File: src/rtl/pipe_hazard_ctrl.sv
// pipe_hazard_ctrl: front-end hazard/sequencing control with held mispredict replay and perf counters
module pipe_hazard_ctrl #(
    parameter int XLEN  = 32,
    parameter int CNT_W = 32
) (
    input  logic             clk,
    input  logic             rst,
    input  logic [4:0]       id_rs1,
    input  logic [4:0]       id_rs2,
    input  logic             id_use_rs1,
    input  logic             id_use_rs2,
    input  logic [4:0]       ex_rd,
    input  logic             ex_mem_read,
    input  logic             ex_mispredict,
    input  logic [XLEN-1:0]  ex_target,
    input  logic             imem_ready,
    input  logic             dmem_ready,
    output logic             pc_en,
    output logic             redirect_valid,
    output logic [XLEN-1:0]  redirect_pc,
    output logic             if_id_en,
    output logic             if_id_flush,
    output logic             id_ex_en,
    output logic             id_ex_flush,
    output logic [CNT_W-1:0] stall_cycles,
    output logic [CNT_W-1:0] flush_events
);
    typedef enum logic [1:0] {RUN, FREEZE, FREEZE_PEND} state_t;
    state_t state;
    logic [XLEN-1:0] pend_pc;
    logic load_use, pend, freeze, redirect, stall_lu, stall_im;
    assign load_use = ex_mem_read && ex_rd != 5'd0 &&
                      ((id_use_rs1 && id_rs1 == ex_rd) || (id_use_rs2 && id_rs2 == ex_rd));
    assign pend = state == FREEZE_PEND;
    // every decision is gated by rst so all outputs read 0 while reset is held
    always_comb begin
        freeze         = !rst && !dmem_ready;
        redirect       = !rst && dmem_ready && (pend || ex_mispredict);
        stall_lu       = !rst && dmem_ready && !redirect && load_use;
        stall_im       = !rst && dmem_ready && !redirect && !load_use && !imem_ready;
        pc_en          = !rst && !freeze && !stall_lu && !stall_im;
        if_id_en       = !rst && !freeze && !stall_lu;
        if_id_flush    = redirect || stall_im;
        id_ex_en       = !rst && !freeze;
        id_ex_flush    = redirect || stall_lu;
        redirect_valid = redirect;
        redirect_pc    = redirect ? (pend ? pend_pc : ex_target) : '0;
    end
    always_ff @(posedge clk or posedge rst) begin
        if (rst) begin
            state        <= RUN;
            pend_pc      <= '0;
            stall_cycles <= '0;
            flush_events <= '0;
        end else begin
            if (!dmem_ready) begin
                if (!pend && ex_mispredict) begin
                    pend_pc <= ex_target;
                    state   <= FREEZE_PEND;
                end else if (!pend) begin
                    state <= FREEZE;
                end
            end else begin
                state <= RUN;
            end
            if (!pc_en && stall_cycles != '1)
                stall_cycles <= stall_cycles + CNT_W'(1);
            if (redirect_valid && flush_events != '1)
                flush_events <= flush_events + CNT_W'(1);
        end
    end
endmodule

File: config.mk
export PLATFORM = sky130hd
export DESIGN_NAME = pipe_hazard_ctrl
export DESIGN_NICKNAME = d
export VERILOG_FILES = /design/src/rtl/pipe_hazard_ctrl.sv
export SDC_FILE = /design/constraint.sdc
export NUM_CORES = 1
export LEC_CHECK = 0
export BUFFER_PORTS_ARGS = -buffer_cell sky130_fd_sc_hd__buf_2
export CAP_MARGIN = 5
export CORE_MARGIN = 2
export CORE_UTILIZATION = 35
export CTS_BUF_LIST = sky130_fd_sc_hd__clkbuf_8
export DETAILED_ROUTE_END_ITERATION = 6
export GPL_TIMING_DRIVEN = 1
export PLACE_DENSITY = 0.57
export SETUP_SLACK_MARGIN = 0.2
export SLEW_MARGIN = 25
export SYNTH_ARGS = -nofsm -noshare
export SYNTH_HDL_FRONTEND = slang
export SYNTH_SLANG_ARGS = --single-unit
File: constraint.sdc
create_clock -name clk -period 7.49 [get_ports clk]
set_input_delay 1.498 -clock clk [delete_from_list [all_inputs] [get_ports clk]]
set_output_delay 1.498 -clock clk [all_outputs]
set_load 0.02 [all_outputs]
==> results of run 1 <==
[area by class of cell]
class                           count  area (um2)
Fill cell                        1381        7790
Sequential cell                    98        2450
Inverter                           11        43.8
Multi-Input combinational cell    379        2430
Clock inverter                      6        26.3
Timing Repair Buffer              162         826
Clock buffer                       10         138
Tap cell                          180         225
[stage by stage]
stage               hold WS, ns  power [W]  worst slack [ns]  utilization (%)  area, um2
detailed placement        0.480    0.00107              2.87             42.9       5980
CTS                       0.503    0.00138              2.87             44.1       6140
finish                    0.500    0.00136              2.87             44.1       6140
floorplan                 0.464   0.000927              3.27                -       5020
global placement          0.477    0.00106              2.90             42.9       5980
global route              0.516    0.00145              2.81             44.1       6140
[metal layers]
metal	vias to the layer above	global-route usage, %
li1	2069	-
met1	2092	24.1
met2	133	25.8
met3	15	2.93
met4	0	6.61
met5	-	0
[critical path, stage by stage]
cell and delay (ns):
buf_2 0.12, or4_1 0.52, o21a_1 0.22, a31oi_2 0.18, buf_4 0.34, buf_2 0.23
[worst paths after layout]
check	from	end	slack, ns	cells after the start
setup / recovery	ex_rd[1]	pc_en	2.87	6
max in group asynchronous	rst	flush_events[10]$_DFFE_PP0P_	5.17	3
setup reg to reg	flush_events[18]$_DFFE_PP0P_	flush_events[1]$_DFFE_PP0P_	5.07	6
hold / removal	flush_events[15]$_DFFE_PP0P_	flush_events[15]$_DFFE_PP0P_	0.50	1
min in group asynchronous	rst	pend_pc[30]$_DFFE_PP0P_	1.13	2
hold reg to reg	flush_events[15]$_DFFE_PP0P_	flush_events[15]$_DFFE_PP0P_	0.50	1
[power by group]
part / leakage [nW] / internal, W / switching [W]
Combinational: 1.59 / 0.000139 / 0.000218
Sequential: 1.18 / 0.000611 / 0.0000832
Clock: 0.0996 / 0.000125 / 0.000181
Total: 2.87 / 0.000875 / 0.000482
[cell usage in the layout, fill, tap and decap left out, types with 22 or more instances in the layout]
cell	count
buf_2	156
dfrtp_1	98
nand2_1	94
xnor2_1	38
a21oi_1	36
xor2_1	32
mux2_2	30
nand4_1	24
nor2_1	24
nand3_1	22
[sequential cells by signal, indices dropped and copies added (netlist names)]
signal	flops
state	2
flush_events	32
stall_cycles	32
pend_pc	32
[kinds of logic after synthesis]
family	after synthesis
adders and majority gates	2
AOI/OAI and AO/OA	49
and+or+nand+nor	224
DFF	98
muxes	34
xor gates and xnor gates	70
buffers and inverters	34
==> results.cfg, run 1 <==
[synthesis]
synth_async_sr_flop_share_pct = 100
yosysTopAreaCell = dfrtp_1
ys_top_cells_by_area = dfrtp_1 (49%), nand2_1 (7.0%), mux2_2 (6.7%)
synthFlopType = dfrtp_1
synth_top_area_share_pct = 48.8
synth_warnings = 0
synth_top_family_by_area = simple AND/OR/NAND/NOR gates
syn_nets = 568
synth_compound_area_share_pct = 5.55
ys_top_cells_by_count = dfrtp_1 (98), nand2_1 (94), xnor2_1 (38), a21oi_1 (36), xor2_1 (32)
syn_inst = 511
synth_xor_area_share_pct = 12.2
synth.distinct_cells = 48
synth_seq_area_share_pct = 48.8
avgSynthCellArea_um2 = 9.83
synth-seq-cells = 98
synth-simple-area-share_pct = 22.4
synth_most_common_cell = dfrtp_1
synth_edf_count = 0
synth_area_um2 = 5020
synth-adder-area-share_pct = 0.498
muxShareOfSynthArea_pct = 7.62

[grt]
grt_pass1_vias = 3998
track_usage_pct = 17.0
overflow = 0
antenna_found_initial = 0
grt_max_degree = 67
grt_pass1_wl_um = 20400

[die]
std_cell_rows = 43
core_um2 = 13900
dieArea_um2 = 15300
die_h_um = 124
ios = 157
die-width_um = 124
start_util_pct = 36.1

[cts]
clock_sinks = 98
htree_levels = 3
numCtsBuffers = 9
postCtsSetupRepairBufs = 0
cts_buffer_depth = 2
clk_pin_slew_worst_paths_ns = 0.09
postCtsHoldBufs = 0
clkLatencyLatePin_ns = 0.37
ctsResizeCount = 0
cts-root-buf = clkbuf_8
cts_tree = done

[timing]
rsz0062_at_grt = no
slew_headroom_pct = 42.7
setup-tns-final_ns = 0
setup_viol = 0
worstMarginPinSlew_ns = 0.860
skew_ns = 0.0106
fmax_ghz = 0.216
post-route-min-period_ns = 4.62
post-route-period-util_pct = 61.7
final_max_slew_viol_count = 0
hold_viol_final = 0

[critical_path]
crit_arrival_ns = 3.12
worstSetupEndpointType = output port
start_kind = input pin
critPathKind = input pin to output port
path_max_fanout = 31
worstPathRequired_ns = 5.99

[power_and_ir_drop]
vdd_drop_max_uv = 85.3
powerDensity_nw_per_um2 = 221
p_leak_nw = 2.87

[route]
top_layer = met4
drtIter0Drc = 225
met3RoutedLength_um = 712
drc = 0
wirelength_um = 12800
vias_per_cell = 5.09
vias = 4309
ant_nets = 0
wl_per_cell_um = 15.1
wl_met1_um = 6000
drtPass1Iterations = 4
wl_met2_um = 5890

[final_layout]
fin_cells = 846
diodes = 0
areaGrowthSynthToFinish_pct = 22.3
layout-drive-gt1-share_pct = 32.7
nNetsFinal = 718

[place]
dp_hpwl_um = 9320
dp_cells = 830
routabilityCongestion = 0.813
port_buffers = 156

[outcome]
status = completed

[worst_hold_path]
min_path_type = flop to flop

[flow_run]
max-cap-violations = 0
Note: power is estimated with default switching activity, not from simulation.
==> run 2, diff against run 1 <==
- ABC_AREA: default -> 1
- PLACE_DENSITY: 0.57 -> 0.56
- clock period: 7.49 -> 4.3 ns (I/O delays scaled with it)
==> run 2 against run 1 <==
Clock-buffer cell count grew 1; synthesized cell count grew 61%; final area grew 18%; clock power grew 91%; via count grew 32%; power grew 68%; non-clock buffer count shrank 2; combinational power grew 55%; cell count grew 41%; synthesized area grew 22%; hold slack gained 0.0040 ns; flip-flop and latch count is the same; critical path type is now flop to output port.
==> results.cfg, run 2 <==
[synthesis]
avgSynthCellArea_um2 = 7.49
synth-seq-cells = 98
synth_area_um2 = 6150
synth.distinct_cells = 37
synth_warnings = 0
ys_top_cells_by_area = dfrtp_1 (40%), nand2_1 (19%), mux2_2 (5.9%)
synth_seq_area_share_pct = 39.9
synth_edf_count = 0
synth_async_sr_flop_share_pct = 100
ys_top_cells_by_count = nand2_1 (314), dfrtp_1 (98), nor2_1 (64), inv_1 (56), nand3_1 (52)
synth_top_area_share_pct = 39.9
syn_inst = 822
synthFlopType = dfrtp_1
yosysTopAreaCell = dfrtp_1
synth_most_common_cell = nand2_1
syn_nets = 879

[grt]
antenna_found_initial = 0
grt_pass1_vias = 5514
grt_pass1_wl_um = 27600
track_usage_pct = 18.8
grt_max_degree = 85
overflow = 0

[route]
drc = 0
drtPass1Iterations = 4
wl_per_cell_um = 14.3
vias = 5693
vias_per_cell = 4.76
drtIter0Drc = 199
ant_nets = 0
wirelength_um = 17100

[place]
routabilityCongestion = 0.859
port_buffers = 156
dp_slack_ns = 1.23
dp_hpwl_um = 12700
postPlaceCellArea_um2 = 7080

[timing]
post-route-period-util_pct = 71.9
slew_headroom_pct = 37.9
skew_ns = 0.00926
worstMarginPinSlew_ns = 0.930
setup_viol = 0
post-route-min-period_ns = 3.09
rsz0062_at_grt = no
final_max_slew_viol_count = 0
setup-tns-final_ns = 0
fmax_ghz = 0.324
worst_slack_ns = 1.21
hold_viol_final = 0

[final_layout]
top_regs = flush_events x32, pend_pc x32, stall_cycles x32
diodes = 0
nNetsFinal = 1024
final_common_cell = nand2_1
final_core_util_pct = 42.1
layout-drive-gt1-share_pct = 25.1
final_cell_mix = nand2_1 (314), buf_2 (156), dfrtp_1 (98)
stdcell_area_um2 = 7260
areaGrowthSynthToFinish_pct = 18.1

[power_and_ir_drop]
combinationalPowerShare_pct = 24.3
intPower_w = 0.00149
switching_share_pct = 34.9
pwr-share-clk_pct = 25.5
vdd_drop_max_uv = 196
power_frac_seq_pct = 50.2
p_leak_nw = 3.74
power_w = 0.00228
p_sw_w = 0.000797
powerDensity_nw_per_um2 = 314

[cts]
cts_buffer_depth = 2
clock_sinks = 98
cts-root-buf = clkbuf_8
cts_tree = done
clkLatencyLatePin_ns = 0.38
htree_levels = 3
ctsResizeCount = 0
clk_pin_slew_worst_paths_ns = 0.10
postCtsHoldBufs = 0
numCtsBuffers = 9
postCtsSetupRepairBufs = 0

[worst_hold_path]
holdCritStartpoint = stall_cycles[31]$_DFFE_PP0P_
min_path_type = flop to flop
hold_depth = 2
hold_end = stall_cycles[31]$_DFFE_PP0P_

[die]
dieArea_um2 = 18700
std_cell_rows = 48
start_util_pct = 35.7
core_um2 = 17200
die-width_um = 137
die_h_um = 137
ios = 157

[critical_path]
start_kind = flop
worstSetupEndpointType = output port
ff2ff_setup_slack_ns = 1.77
critPathKind = flop to output port
path_max_fanout = 33
worstPathRequired_ns = 3.44
crit_arrival_ns = 2.23
rr_endpoint = pend_pc[24]$_DFFE_PP0P_
r2r-start = state[0]$_DFFE_PP0P_
rr_worst_depth = 5

[flow_run]
max-cap-violations = 0

[outcome]
status = completed
==> run 2: cells by family after synthesis <==
| family | synth area share (%) |
|---|---|
| AOI/OAI and AO/OA | 3.88 |
| xor gates and xnor gates | 7.38 |
| DFF | 39.9 |
| buffers and inverters | 6.69 |
| muxes | 5.86 |
| and+or+nand+nor | 35.9 |
| adders and majority gates | 0.407 |
==> run 2: power by group through the flow <==
stage	Combinational [W]	Clock, W	Sequential [W]
finish	0.000555	0.000583	0.00115
global route	0.000617	0.000640	0.00117
CTS	0.000564	0.000610	0.00115
detailed placement	0.000564	0	0.00116
global placement	0.000554	0	0.00116
floorplan	0.000325	0	0.00121
==> run 2: layer usage <==
layer	share of wire [%]	global-route usage (%)	routed length, um
met3	3.0	2.26	514
met5	0	0	0
met1	45	24.1	7680
met2	50	32.1	8580
met4	2.2	7.70	369
==> run 2: critical path, cell delays in order, from the launching register on <==
cell and delay [ns]:
dfrtp_1 0.40, nor2_4 0.41, inv_1 0.56, nand2_1 0.19, a21oi_1 0.08, buf_2 0.19
==> run 2: cell type report <==
cell class / instances / area, um2
Fill cell: 1830 / 9970
Multi-Input combinational cell: 633 / 3290
Sequential cell: 98 / 2450
Timing Repair Buffer: 160 / 811
Tap cell: 225 / 282
Inverter: 65 / 249
Clock buffer: 11 / 151
Clock inverter: 5 / 30.0
==> run 2: worst max path at each step <==
stage	from	end	slack, ns
2_1_floorplan	rst	flush_events[0]$_DFFE_PP0P_	0.88
5_1_grt	state[0]$_DFFE_PP0P_	redirect_pc[26]	0.96
6_report	state[0]$_DFFE_PP0P_	redirect_pc[18]	1.21
4_1_cts	state[0]$_DFFE_PP0P_	redirect_pc[17]	1.18
3_3_place_gp	ex_rd[2]	pc_en	1.20
3_5_place_dp	ex_rd[2]	pc_en	1.23
==> run 2: through the flow <==
stage,hold slack [ns],cells
after floorplan,0.480,822
after global placement,0.480,1181
after detailed placement,0.486,1181
after CTS,0.511,1197
after global routing,0.531,1197
final,0.504,1197
==> run 3, diff against run 2 <==
- ABC_AREA: 1 -> 0
- PLACE_DENSITY: 0.56 -> 0.6
- clock period: 4.3 -> 2.74 ns (I/O delays scaled with it)
==> run 3 against run 2 <==
Sequential power increased by 65%; utilization increased by 2.7 points; wire length decreased by 25%; power increased by 65%; final area decreased by 14%; non-clock buffer count increased by 9; via count decreased by 23%; worst setup slack got worse by 0.95 ns; first-iteration DRC count increased by 34%; critical path type is now input pin to output port.
==> results.cfg, run 3 (synthesis gave the netlist of run 1 again) <==
[outcome]
status = completed

[critical_path]
start_kind = input pin
r2r-start = flush_events[8]$_DFFE_PP0P_
critPathKind = input pin to output port
rr_endpoint = flush_events[27]$_DFFE_PP0P_
path_max_fanout = 5
path_cells = buf_2 > or4_1 > o21a_1 > a31oi_4 > buf_2
path_buf_inv = 2
crit_arrival_ns = 1.93
endpoint = pc_en
slowest_delay_ns = 0.51
critPathTopFamily = compound AO/OA/AOI/OAI gates
crit_slowest_cell = or4_1
worstPathRequired_ns = 2.19
rr_worst_depth = 6
crit_top_cell = buf_2
cp.depth = 5
ff2ff_setup_slack_ns = 0.53
worstSetupEndpointType = output port
startpoint = ex_rd[1]

[die]
ios = 157
dieArea_um2 = 15300
die-width_um = 124
std_cell_rows = 43
start_util_pct = 36.1
die_h_um = 124
core_um2 = 13900

[route]
drtPass1Iterations = 5
drc = 0
ant_nets = 0
vias = 4367
wl_per_cell_um = 15.0
drtIter0Drc = 267
wirelength_um = 12800
vias_per_cell = 5.12

[timing]
final_max_slew_viol_count = 0
post-route-min-period_ns = 2.48
worst_slack_ns = 0.260
hold_viol_final = 0
slew_headroom_pct = 57.4
whs_ns = 0.251
setup_viol = 0
setup-tns-final_ns = 0
post-route-period-util_pct = 90.5
fmax_ghz = 0.403
rsz0062_at_grt = no
worstMarginPinSlew_ns = 0.634
skew_ns = 0.0142

[cts]
postCtsHoldBufs = 0
numCtsBuffers = 9
clock_sinks = 98
cts-root-buf = clkbuf_8
clk_pin_slew_worst_paths_ns = 0.10
cts_tree = done
clkLatencyLatePin_ns = 0.38
cts_buffer_depth = 2
htree_levels = 3

[power_and_ir_drop]
p_leak_nw = 2.90
powerDensity_nw_per_um2 = 603
switching_share_pct = 35.9
intPower_w = 0.00242
pwr-share-clk_pct = 22.9
p_sw_w = 0.00135
power_frac_seq_pct = 50.3
vdd_drop_max_uv = 221
combinationalPowerShare_pct = 26.8

[place]
port_buffers = 156
dp_slack_ns = 0.174
dp_hpwl_um = 9530
routabilityCongestion = 0.844

[final_layout]
final_cell_mix = buf_2 (155), dfrtp_1 (98), nand2_1 (93)
nNetsFinal = 725
final_common_cell = buf_2
layout-drive-gt1-share_pct = 34.2
final_core_util_pct = 44.8
top_regs = flush_events x32, pend_pc x32, stall_cycles x32
diodes = 0
areaGrowthSynthToFinish_pct = 24.4

[grt]
overflow = 0
grt_pass1_wl_um = 20500
track_usage_pct = 17.1
grt_max_degree = 58
antenna_found_initial = 0
grt_pass1_vias = 4104

[worst_hold_path]
min_path_type = input pin to asynchronous set/reset pin

[flow_run]
max-cap-violations = 0
## run 3: power groups by stage
stage | sequential (W) | combinational, W | clock, W
finish | 0.00190 | 0.00101 | 0.000862
global placement | 0.00191 | 0.00100 | 0
detailed placement | 0.00192 | 0.00102 | 0
global route | 0.00194 | 0.00111 | 0.000958
floorplan | 0.00204 | 0.000496 | 0
CTS | 0.00190 | 0.00103 | 0.000902
## run 3: cell type report
| type | count | area [um2] |
|---|---|---|
| clock inverter | 6 | 33.8 |
| fill | 1374 | 7690 |
| timing repair buffer | 169 | 901 |
| clock buffer | 10 | 138 |
| sequential | 98 | 2450 |
| multi-input combinational | 379 | 2450 |
| inverter | 11 | 45.0 |
| tap | 180 | 225 |
## run 3: worst register-to-register path, delay by kind of cell, from the launching register on
family	cells	cell delay (ns)
XOR/XNOR	1	0.16
flip-flops	1	0.45
AND/OR/NAND/NOR	4	1.13
AO/OA/AOI/OAI	1	0.36
## run 3: how the worst min path moves through the flow
stage	start	to	slack, ns	cells after the start
finish	rst	flush_events[0]$_DFFE_PP0P_	0.25	3
global route	rst	flush_events[1]$_DFFE_PP0P_	0.26	3
CTS	rst	pend_pc[13]$_DFFE_PP0P_	0.25	3
detailed placement	stall_cycles[31]$_DFFE_PP0P_	stall_cycles[31]$_DFFE_PP0P_	0.48	1
global placement	flush_events[28]$_DFFE_PP0P_	flush_events[28]$_DFFE_PP0P_	0.47	1
floorplan	pend_pc[6]$_DFFE_PP0P_	pend_pc[6]$_DFFE_PP0P_	0.46	1
## run 3: repair_timing
action                     in CTS  in global routing
setup endpoints to repair       1                 24
setup buffers                   0                  0
pin swaps                       0                  0
resized for setup               1                  6
## run 3: metrics by stage
stage / instance area [um2] / cells / total power (W)
2_1_floorplan: 5030 / 511 / 0.00254
3_3_place_gp: 6050 / 837 / 0.00291
3_5_place_dp: 6050 / 837 / 0.00295
4_1_cts: 6230 / 853 / 0.00383
5_1_grt: 6250 / 853 / 0.00401
6_report: 6250 / 853 / 0.00377
## run 3: routing by layer
| metal | vias to the layer above | share of wire [%] | global-route usage, % | routed length [um] |
|---|---|---|---|---|
| met2 | 136 | 47 | 26.2 | 6020 |
| met5 | - | 0 | 0 | 0 |
| met1 | 2130 | 46 | 24.0 | 5850 |
| met4 | 0 | 1.7 | 7.03 | 222 |
| met3 | 14 | 5.7 | 2.88 | 729 |
| li1 | 2087 | - | - | - |
